### config.mk
export PLATFORM = sky130hd
export DESIGN_NAME = crc_frame_feeder
export DESIGN_NICKNAME = d
export VERILOG_FILES = /design/src/rtl/crc_frame_feeder.sv
export SDC_FILE = /design/constraint.sdc
export NUM_CORES = 1
export LEC_CHECK = 0
export CELL_PAD_IN_SITES_DETAIL_PLACEMENT = 0
export CELL_PAD_IN_SITES_GLOBAL_PLACEMENT = 1
export CORE_MARGIN = 2
export CORE_UTILIZATION = 45
export DETAILED_ROUTE_END_ITERATION = 10
export PLACE_DENSITY = 0.79
export SLEW_MARGIN = 15
export SYNTH_ARGS = -nofsm -noshare
export SYNTH_HDL_FRONTEND = slang
export SYNTH_SLANG_ARGS = --single-unit
### constraint.sdc
create_clock -name clk -period 3.15 [get_ports clk]
set_input_delay 0.63 -clock clk [delete_from_list [all_inputs] [get_ports clk]]
set_output_delay 0.63 -clock clk [all_outputs]
set_load 0.01 [all_outputs]
### src/rtl/crc_frame_feeder.sv
// =============================================================================
// crc_frame_feeder : byte FIFO that releases fixed-length framed bursts to a
//                    downstream CRC stage and waits for its completion.
// Revision: 1.0
// =============================================================================
`default_nettype none

module crc_frame_feeder #(
  parameter int FRAME_LEN = 32,
  parameter int DEPTH     = 64,
  parameter int TIMEOUT   = 16
) (
  input  logic                   clk,
  input  logic                   rst,
  input  logic [7:0]             in_data,
  input  logic                   in_valid,
  output logic                   in_ready,
  input  logic                   flush,
  output logic [7:0]             out_data,
  output logic                   out_valid,
  output logic                   out_first,
  output logic                   out_last,
  input  logic                   crc_done,
  output logic [$clog2(DEPTH):0] level,
  output logic                   busy,
  output logic                   timeout_err,
  output logic                   frame_abort
);

  localparam int c_aw = $clog2(DEPTH);
  localparam int c_lw = c_aw + 1;
  localparam int c_tw = (TIMEOUT > 1) ? $clog2(TIMEOUT + 1) : 1;

  localparam logic [c_lw-1:0] c_frame_len = c_lw'(FRAME_LEN);
  localparam logic [c_lw-1:0] c_last_idx  = c_lw'(FRAME_LEN - 1);
  localparam logic [c_lw-1:0] c_depth     = c_lw'(DEPTH);
  localparam logic [c_tw-1:0] c_tmo_last  = c_tw'(TIMEOUT - 1);
  localparam logic            c_single    = (FRAME_LEN == 1);

  typedef enum logic [1:0] {
    S_IDLE      = 2'd0,
    S_STREAM    = 2'd1,
    S_WAIT_DONE = 2'd2
  } state_t;

  logic [7:0]      r_mem [DEPTH];
  logic [c_aw-1:0] r_wr_ptr;
  logic [c_aw-1:0] r_rd_ptr;
  logic [c_lw-1:0] r_level;
  logic [c_lw-1:0] r_idx;
  logic [c_tw-1:0] r_wait;
  state_t          r_state;

  state_t          w_state_nx;
  logic            w_push;
  logic            w_pop;
  logic            w_valid_nx;
  logic            w_first_nx;
  logic            w_last_nx;
  logic [c_lw-1:0] w_idx_nx;
  logic [c_tw-1:0] w_wait_nx;
  logic            w_tmo_nx;
  logic            w_abort_nx;

  assign in_ready = (r_level < c_depth);
  assign w_push   = in_valid && in_ready && !flush;
  assign level    = r_level;
  assign busy     = (r_state != S_IDLE);

  always_comb begin
    w_state_nx = r_state;
    w_pop      = 1'b0;
    w_valid_nx = 1'b0;
    w_first_nx = 1'b0;
    w_last_nx  = 1'b0;
    w_idx_nx   = r_idx;
    w_wait_nx  = r_wait;
    w_tmo_nx   = 1'b0;
    w_abort_nx = 1'b0;
    if (flush) begin
      w_state_nx = S_IDLE;
      w_abort_nx = (r_state == S_STREAM);
      w_idx_nx   = '0;
      w_wait_nx  = '0;
    end else begin
      case (r_state)
        S_IDLE: begin
          if (r_level >= c_frame_len) begin
            w_pop      = 1'b1;
            w_valid_nx = 1'b1;
            w_first_nx = 1'b1;
            w_last_nx  = c_single;
            w_idx_nx   = c_lw'(1);
            w_state_nx = S_STREAM;
          end
        end
        S_STREAM: begin
          // r_idx counts bytes already presented; the frame was fully buffered
          // before it started, so a pop here can never underflow.
          if (r_idx < c_frame_len) begin
            w_pop      = 1'b1;
            w_valid_nx = 1'b1;
            w_last_nx  = (r_idx == c_last_idx);
            w_idx_nx   = r_idx + c_lw'(1);
          end else begin
            w_wait_nx  = '0;
            w_state_nx = S_WAIT_DONE;
          end
        end
        S_WAIT_DONE: begin
          if (crc_done) begin
            w_state_nx = S_IDLE;
          end else if (r_wait == c_tmo_last) begin
            w_tmo_nx   = 1'b1;
            w_state_nx = S_IDLE;
          end else begin
            w_wait_nx  = r_wait + c_tw'(1);
          end
        end
        default: w_state_nx = S_IDLE;
      endcase
    end
  end

  always_ff @(posedge clk) begin
    if (w_push) begin
      r_mem[r_wr_ptr] <= in_data;
    end
  end

  always_ff @(posedge clk or negedge rst) begin
    if (!rst) begin
      r_state     <= S_IDLE;
      r_wr_ptr    <= '0;
      r_rd_ptr    <= '0;
      r_level     <= '0;
      r_idx       <= '0;
      r_wait      <= '0;
      out_data    <= 8'h00;
      out_valid   <= 1'b0;
      out_first   <= 1'b0;
      out_last    <= 1'b0;
      timeout_err <= 1'b0;
      frame_abort <= 1'b0;
    end else begin
      r_state     <= w_state_nx;
      r_idx       <= w_idx_nx;
      r_wait      <= w_wait_nx;
      out_valid   <= w_valid_nx;
      out_first   <= w_first_nx;
      out_last    <= w_last_nx;
      timeout_err <= w_tmo_nx;
      frame_abort <= w_abort_nx;
      if (w_pop) begin
        out_data <= r_mem[r_rd_ptr];
      end
      if (flush) begin
        r_wr_ptr <= '0;
        r_rd_ptr <= '0;
        r_level  <= '0;
      end else begin
        if (w_push) r_wr_ptr <= r_wr_ptr + c_aw'(1);
        if (w_pop)  r_rd_ptr <= r_rd_ptr + c_aw'(1);
        case ({w_push, w_pop})
          2'b10:   r_level <= r_level + c_lw'(1);
          2'b01:   r_level <= r_level - c_lw'(1);
          default: r_level <= r_level;
        endcase
      end
    end
  end

endmodule

`default_nettype wire
==> results.md, run 1 <==
- Sequence of cells on the critical path: buf_4 > nor2b_4 > buf_4 > a22o_1 > a221oi_1 > o22ai_1 > a2111oi_0 > a221o_1
- Sequential area share after synthesis: 0.7387
- WP buf/inv: 2
- CP delay by family, top: compound AO/OA/AOI/OAI gates
- Initial Util: 0.4561
- Remaining global-route overflow: 0
- Setup TNS: 0 ns
- Final Wtd Congestion: 0.9138
- Max-cap viol count: 0
- Drt wl/cell: 22.69 um
- Final Max Slew Viols: 0
- Synth Area in Simple Gates: 0.04334
- Clock Power Share: 0.362
- Die Y: 227.0 um
- Worst stage delay on the critical path: 0.74 ns
- CP startpoint: r_rd_ptr[1]
- Critical path depth: 8
- Synth Area in Adders: 0.006488
- Die extent in x: 227.0 um
- Critical path's slowest cell: a2111oi_0
- Post-synthesis cell count: 1,312
- Reg2Reg Launch Point: r_rd_ptr[1]
- Final setup vio count: 0
- Register clock-pin slew on the reported worst setup and hold paths: 0.07 ns
- Period utilization: 0.9472
- DIE AREA: 0.05151 mm^2
- YS warnings: 0
- Hold Path Class: input pin to asynchronous set/reset pin
- Post-Synth XOR/XNOR Area: 0.005872
- Seq pwr share: 0.473
- Average size of a mapped cell: 17.05 um^2
- Mux share of post-synthesis cell area: 0.1221
- Syn Std Cell Area: 0.02237 mm^2
- Status: complete, no violations
- Worst-skew pair later-pin latency: 0.61 ns
- Ys async rst share: 0.08244
- CP Max Fanout: 17
- Post-Syn Nets: 1,336
- GRT Total Usage: 0.1946
- Fillers: 3,904
- Post-synth EDFFs: 512
- Met3 wire length: 2530 um
- # IOs: 35
- Worst vdd ir: 432.6 uV
- Cell mode on critical path: buf_4
- Worst R2R Path Depth: 8
- Drt first pass iters: 5
- Clk_skew: 0.02587 ns
- WL final: 49,250 um
- P_sw: 4433 uW
- Cts bufs inserted: 55
- Nets: 1,487
- Port bufs: 34
- DR iter-0 viols: 1,057
- Vias per cell: 5.571
- Core Area: 0.04905 mm^2
- Largest net degree at the start of global routing: 65
- Layout cell share with drive strength beyond 1: 0.1740
- # hold bufs at CTS: 0
- Peak Freq: 335.2 MHz
- Critical path endpoint category: register
- Antenna viol nets, final: 0
- Uppermost routed layer: met4
- Minimum clock period: 2.984 ns
- Post-CTS sizing: 0
- CTS tree: built
- Synthesized flop and latch total: 558
- Worst setup endpoint: out_data[4]
- CP startpoint kind: register
- Setup Fix Bufs, Post-CTS: 0
- Initial antenna violation count: 0
- Internal power: 13,330 uW
- Main combinational cell family by area after synthesis: multiplexers
- Rows: 81
- Syn-to-layout area delta: 15.98%
- Ys flop type: edfxtp_1
- Synth unique cells: 50
- CTS sink count: 558
- Residual DRC: 0
- Vias in the first global route: 12,286
- Critical path data arrival time: 3.53 ns
- Critical path required time: 3.69 ns
- Critical setup path kind: register to register
- Antenna diodes: 0
- Worst-Margin Slew: 0.8977 ns
- Reg2reg setup slack: 0.17 ns
- Reg-to-reg critical path endpoint: out_data[4]
- Compound-Gate Fraction of Synth Area: 0.06421
- CTS max path bufs: 3
- Power per standard cell area: 684.5 mW/mm^2
- Worst relative slew slack: 0.4016
- Fin util: 0.5290
- Routed vias: 12,088
- Switch share: 0.2496
- CTS root buf: clkbuf_16
- Gate power share: 0.165
- Met2 WL: 24,570 um
- First-pass GRT wire length: 74,420 um
- Met1 Wirelength: 21,150 um
- H-tree level count: 2
- RSZ-0062 raised after global routing: no
- Hpwl dp: 31,510 um
- Leakage: 0.008548 uW
- Final Hold Fails: 0
==> how the worst min path moves through the flow <==
| stage | from | to | slack (ns) | cells past startpoint |
|---|---|---|---|---|
| finish | rst | r_wait[0] | 0.09 | 1 |
| global route | rst | r_wait[3] | 0.12 | 1 |
| CTS | rst | r_wait[0] | 0.08 | 1 |
| detailed placement | r_wait[3] | r_wait[3] | 0.47 | 1 |
| global placement | r_wait[3] | r_wait[3] | 0.46 | 1 |
| floorplan | rst | frame_abort | 0.33 | 0 |
==> registers in the layout (all words and copies together) (netlist names) <==
register,count
r_wait,5
frame_abort,1
r_mem,512
out_valid,1
r_idx,7
r_rd_ptr,6
level,7
r_wr_ptr,6
r_state,2
out_last,1
out_data,8
out_first,1
timeout_err,1
==> power groups by stage <==
stage / Combinational (uW) / Clock [uW] / Sequential (uW)
finish: 2930 / 6430 / 8390
detailed placement: 2950 / 0 / 8550
global placement: 2900 / 0 / 8550
CTS: 2960 / 6550 / 8400
global route: 3140 / 6850 / 8400
floorplan: 1990 / 0 / 8500
==> metal layers <==
| layer | up-vias | track usage |
|---|---|---|
| li1 | 5485 | - |
| met1 | 6186 | 0.2634 |
| met2 | 353 | 0.3302 |
| met3 | 64 | 0.02762 |
| met4 | 0 | 0.05650 |
| met5 | - | 0 |
==> through the flow <==
| step | hold WS [ns] | total power, uW | std cells | worst slack, ns | area, um^2 |
|---|---|---|---|---|---|
| global placement | 0.4588 | 11450 | 2070 | 0.06281 | 24170 |
| global route | 0.1192 | 18390 | 2170 | 0.06709 | 25950 |
| finish | 0.08638 | 17760 | 2170 | 0.1664 | 25950 |
| CTS | 0.08403 | 17900 | 2170 | 0.04266 | 25950 |
| detailed placement | 0.4686 | 11500 | 2070 | 0.03245 | 24170 |
| floorplan | 0.3344 | 10490 | 1312 | 0.3154 | 22370 |
==> cells in the final DEF (no fill, tap or decap), types with 25 or more instances in the layout <==
master           instances
a22o_1                  32
edfxtp_1               512
buf_4                  125
clkdlybuf4s50_1         25
a21oi_1                 32
a22oi_1                 40
mux2i_1                219
nor2_1                  97
clkbuf_16               56
nand2_1                 45
dfrtp_1                 45
==> kinds of logic after synthesis <==
family,count (synthesis)
flops,558
mux,243
compound gates,191
buf+inv,78
fa+ha+maj,11
simple gates,216
xor+xnor,15
==> area by class of cell <==
cell class,instances,area (um^2),share of cell area
Inverter,7,26.28,0.001013
Clock buffer,70,1454,0.05603
Sequential cell,558,16530,0.6370
Timing Repair Buffer,165,1354,0.05217
Tap cell,664,830.8,0.03202
Clock inverter,30,319.1,0.01230
Multi-Input combinational cell,676,5434,0.2094
==> cell usage after synthesis, types with 2 or more instances <==
| cell | number | share of area |
|---|---|---|
| o22ai_1 | 9 | 0.0025 |
| xor2_1 | 7 | 0.0027 |
| a221oi_1 | 8 | 0.0031 |
| inv_1 | 7 | 0.0012 |
| a31oi_1 | 8 | 0.0022 |
| a22oi_1 | 40 | 0.013 |
| a221oi_2 | 8 | 0.0054 |
| or2_2 | 5 | 0.0014 |
| buf_2 | 23 | 0.0051 |
| and4_1 | 2 | 0.00078 |
| buf_4 | 8 | 0.0027 |
| xnor2_1 | 8 | 0.0031 |
| mux4_2 | 24 | 0.024 |
| nand4_1 | 3 | 0.00084 |
| o21ai_0 | 16 | 0.0036 |
| a221o_1 | 8 | 0.0036 |
| and3_1 | 3 | 0.00084 |
| a41oi_1 | 2 | 0.00078 |
| edfxtp_1 | 512 | 0.69 |
| nand2_1 | 45 | 0.0076 |
| mux2i_1 | 219 | 0.098 |
| dfrtp_1 | 46 | 0.051 |
| o211ai_1 | 8 | 0.0027 |
| o31ai_1 | 6 | 0.0020 |
| a2111oi_0 | 8 | 0.0031 |
| nor2b_1 | 6 | 0.0017 |
| nand3b_1 | 2 | 0.00067 |
| a22o_1 | 32 | 0.013 |
| o21bai_1 | 2 | 0.00067 |
| nand2b_1 | 8 | 0.0022 |
| clkbuf_1 | 22 | 0.0037 |
| a21oi_1 | 32 | 0.0072 |
| nand3_1 | 24 | 0.0054 |
| buf_6 | 9 | 0.0045 |
| or3_1 | 2 | 0.00056 |
| and2_1 | 2 | 0.00056 |
| buf_1 | 8 | 0.0013 |
| nor2_1 | 98 | 0.016 |
| nor3_1 | 11 | 0.0025 |
| a21o_1 | 2 | 0.00067 |
| ha_1 | 10 | 0.0056 |
No activity file was read; power rests on OpenSTA's default activity.
==> run 2: changes to the inputs <==
Settings changed: CTS_CLUSTER_DIAMETER from default to 100.
==> results of run 2 <==
The final DEF is identical to that of run 1; final timing and power are the same.
==> run 3: changes to the inputs <==
Settings changed: CAP_MARGIN from default to 20, HOLD_SLACK_MARGIN from default to 0.06.
Clock period 3.15 ns to 3.3 ns, I/O delays scaled along.
==> run 3 against run 2 <==
Power fell by 5.6%; cell area fell by 0.21%; non-clock buffer count fell by 4; core utilization fell by 0.11 points; register-to-register slack improved by 0.02 ns; sequential share of layout area rose by 0.14 points; maximum frequency fell by 4.0%; critical path depth fell by 1; combinational power fell by 5%; worst hold slack improved by 0.019 ns; count of clock-buffer cells in the layout fell by 3; critical path type unchanged; highest routed layer unchanged.
==> results.md, run 3 (same netlist as run 1, synthesis figures left out) <==
- Setup Fix Bufs, Post-CTS: 0
- Antenna diodes: 0
- Cts bufs inserted: 55
- Most frequent cells in the layout: edfxtp_1 (512), mux2i_1 (219), buf_4 (119)
- CP Max Fanout: 13
- Largest Register: r_mem
- Final Max Slew Viols: 0
- Reg2reg setup slack: 0.19 ns
- Post-CTS sizing: 0
- Initial antenna violation count: 0
- Hpwl dp: 29,780 um
- First-pass GRT wire length: 72,240 um
- Port bufs: 34
- Leakage: 0.008521 uW
- Drt wl/cell: 22.06 um
- DIE AREA: 0.05151 mm^2
- Syn-to-layout area delta: 15.74%
- Status: complete, no violations
- Critical path required time: 3.82 ns
- Regs by FF count: r_mem: 512 flops, out_data: 8 flops
- Rows: 81
- Period utilization: 0.9421
- DR iter-0 viols: 1,047
- Die Y: 227.0 um
- Routed vias: 11,918
- GRT Total Usage: 0.1893
- Vias per cell: 5.495
- Worst-Margin Slew: 0.8962 ns
- Power per standard cell area: 647.7 mW/mm^2
- CTS sink count: 558
- Final Hold Fails: 0
- CTS tree: built
- Register clock-pin slew on the reported worst setup and hold paths: 0.06 ns
- # hold bufs at CTS: 0
- Number of flip-flops under the largest register name: 512
- Initial Util: 0.4561
- Final setup vio count: 0
- Nets: 1,483
- Leading cell type in the layout, fill and taps excluded: edfxtp_1
- Critical path data arrival time: 3.63 ns
- Drt first pass iters: 5
- Max-cap viol count: 0
- Hold Path Class: input pin to asynchronous set/reset pin
- Worst relative slew slack: 0.3871
- Core Area: 0.04905 mm^2
- Layout cell share with drive strength beyond 1: 0.1714
- Largest net degree at the start of global routing: 65
- DP Worst Slack: 0.2101 ns
- Setup TNS: 0 ns
- Worst-skew pair later-pin latency: 0.62 ns
- Setup ws final: 0.1911 ns
- Residual DRC: 0
- RSZ-0062 raised after global routing: no
- Remaining global-route overflow: 0
- # IOs: 35
- Peak Freq: 321.7 MHz
- Critical path endpoint category: register
- Critical setup path kind: register to register
- CTS root buf: clkbuf_16
- Antenna viol nets, final: 0
- Worst vdd ir: 415.2 uV
- H-tree level count: 2
- Final Wtd Congestion: 0.7954
- CTS max path bufs: 3
- Clk_skew: 0.02840 ns
- CP startpoint kind: register
- Fillers: 3,910
- WL final: 47,850 um
- Minimum clock period: 3.109 ns
- Die extent in x: 227.0 um
- Vias in the first global route: 12,027
==> run 3: changes by cell type in the layout (fill, tap and decap cells not counted), sizes merged <==
cell	previous run	this run
clkinvlp	3	1
buf	140	136
bufinv	6	4
clkbuf	70	67
inv	9	8
clkinv	19	30
==> run 3: routing by layer <==
layer  part of all wire  vias to the layer above  track usage
li1                   -                     5482            -
met1               0.43                     6010       0.2595
met2               0.48                      335       0.3100
met3              0.055                       91      0.02814
met4              0.029                        0      0.06915
met5                  0                        -            0
==> run 3: worst paths after layout <==
path,from,endpoint,cells after the start
max reg2reg,r_rd_ptr[3],out_data[0],7
min in group clk,in_data[2],r_mem[47][2],1
min,rst,out_last,1
min reg2reg,r_wait[3],r_wait[3],1
max,r_rd_ptr[3],out_data[0],7
max in group asynchronous,rst,r_wait[4],2
==> run 3: critical path, cell delays in order (launching register included) <==
cell       delay (ns)
dfrtp_1          0.72
and2b_2          0.39
buf_4            0.23
a221oi_1         0.33
o22ai_1          0.22
a2111oi_0        0.80
buf_4            0.22
a221o_1          0.11
==> run 3: cell type report <==
type | count | area [um^2] | share of cell area
Inverter | 7 | 26.28 | 0.001015
Multi-Input combinational cell | 676 | 5433 | 0.2098
Clock inverter | 36 | 281.5 | 0.01087
Clock buffer | 67 | 1443 | 0.05572
Timing Repair Buffer | 161 | 1349 | 0.05209
Tap cell | 664 | 830.8 | 0.03209
Sequential cell | 558 | 16530 | 0.6384
==> run 3: power by group <==
part	switching, uW	internal, uW
Sequential	165	7850
Combinational	1500	1290
Clock	2540	3420
==> run 3: through the flow <==
step	power, uW	std cells	area (um^2)	utilization	hold WS (ns)
floorplan	10010	1312	22370	-	0.3644
global placement	10930	2066	24170	0.4927	0.4614
detailed placement	10980	2066	24170	0.4927	0.4595
CTS	16910	2169	25890	0.5279	0.1057
global route	17380	2169	25890	0.5279	0.1578
finish	16770	2169	25890	0.5279	0.1055
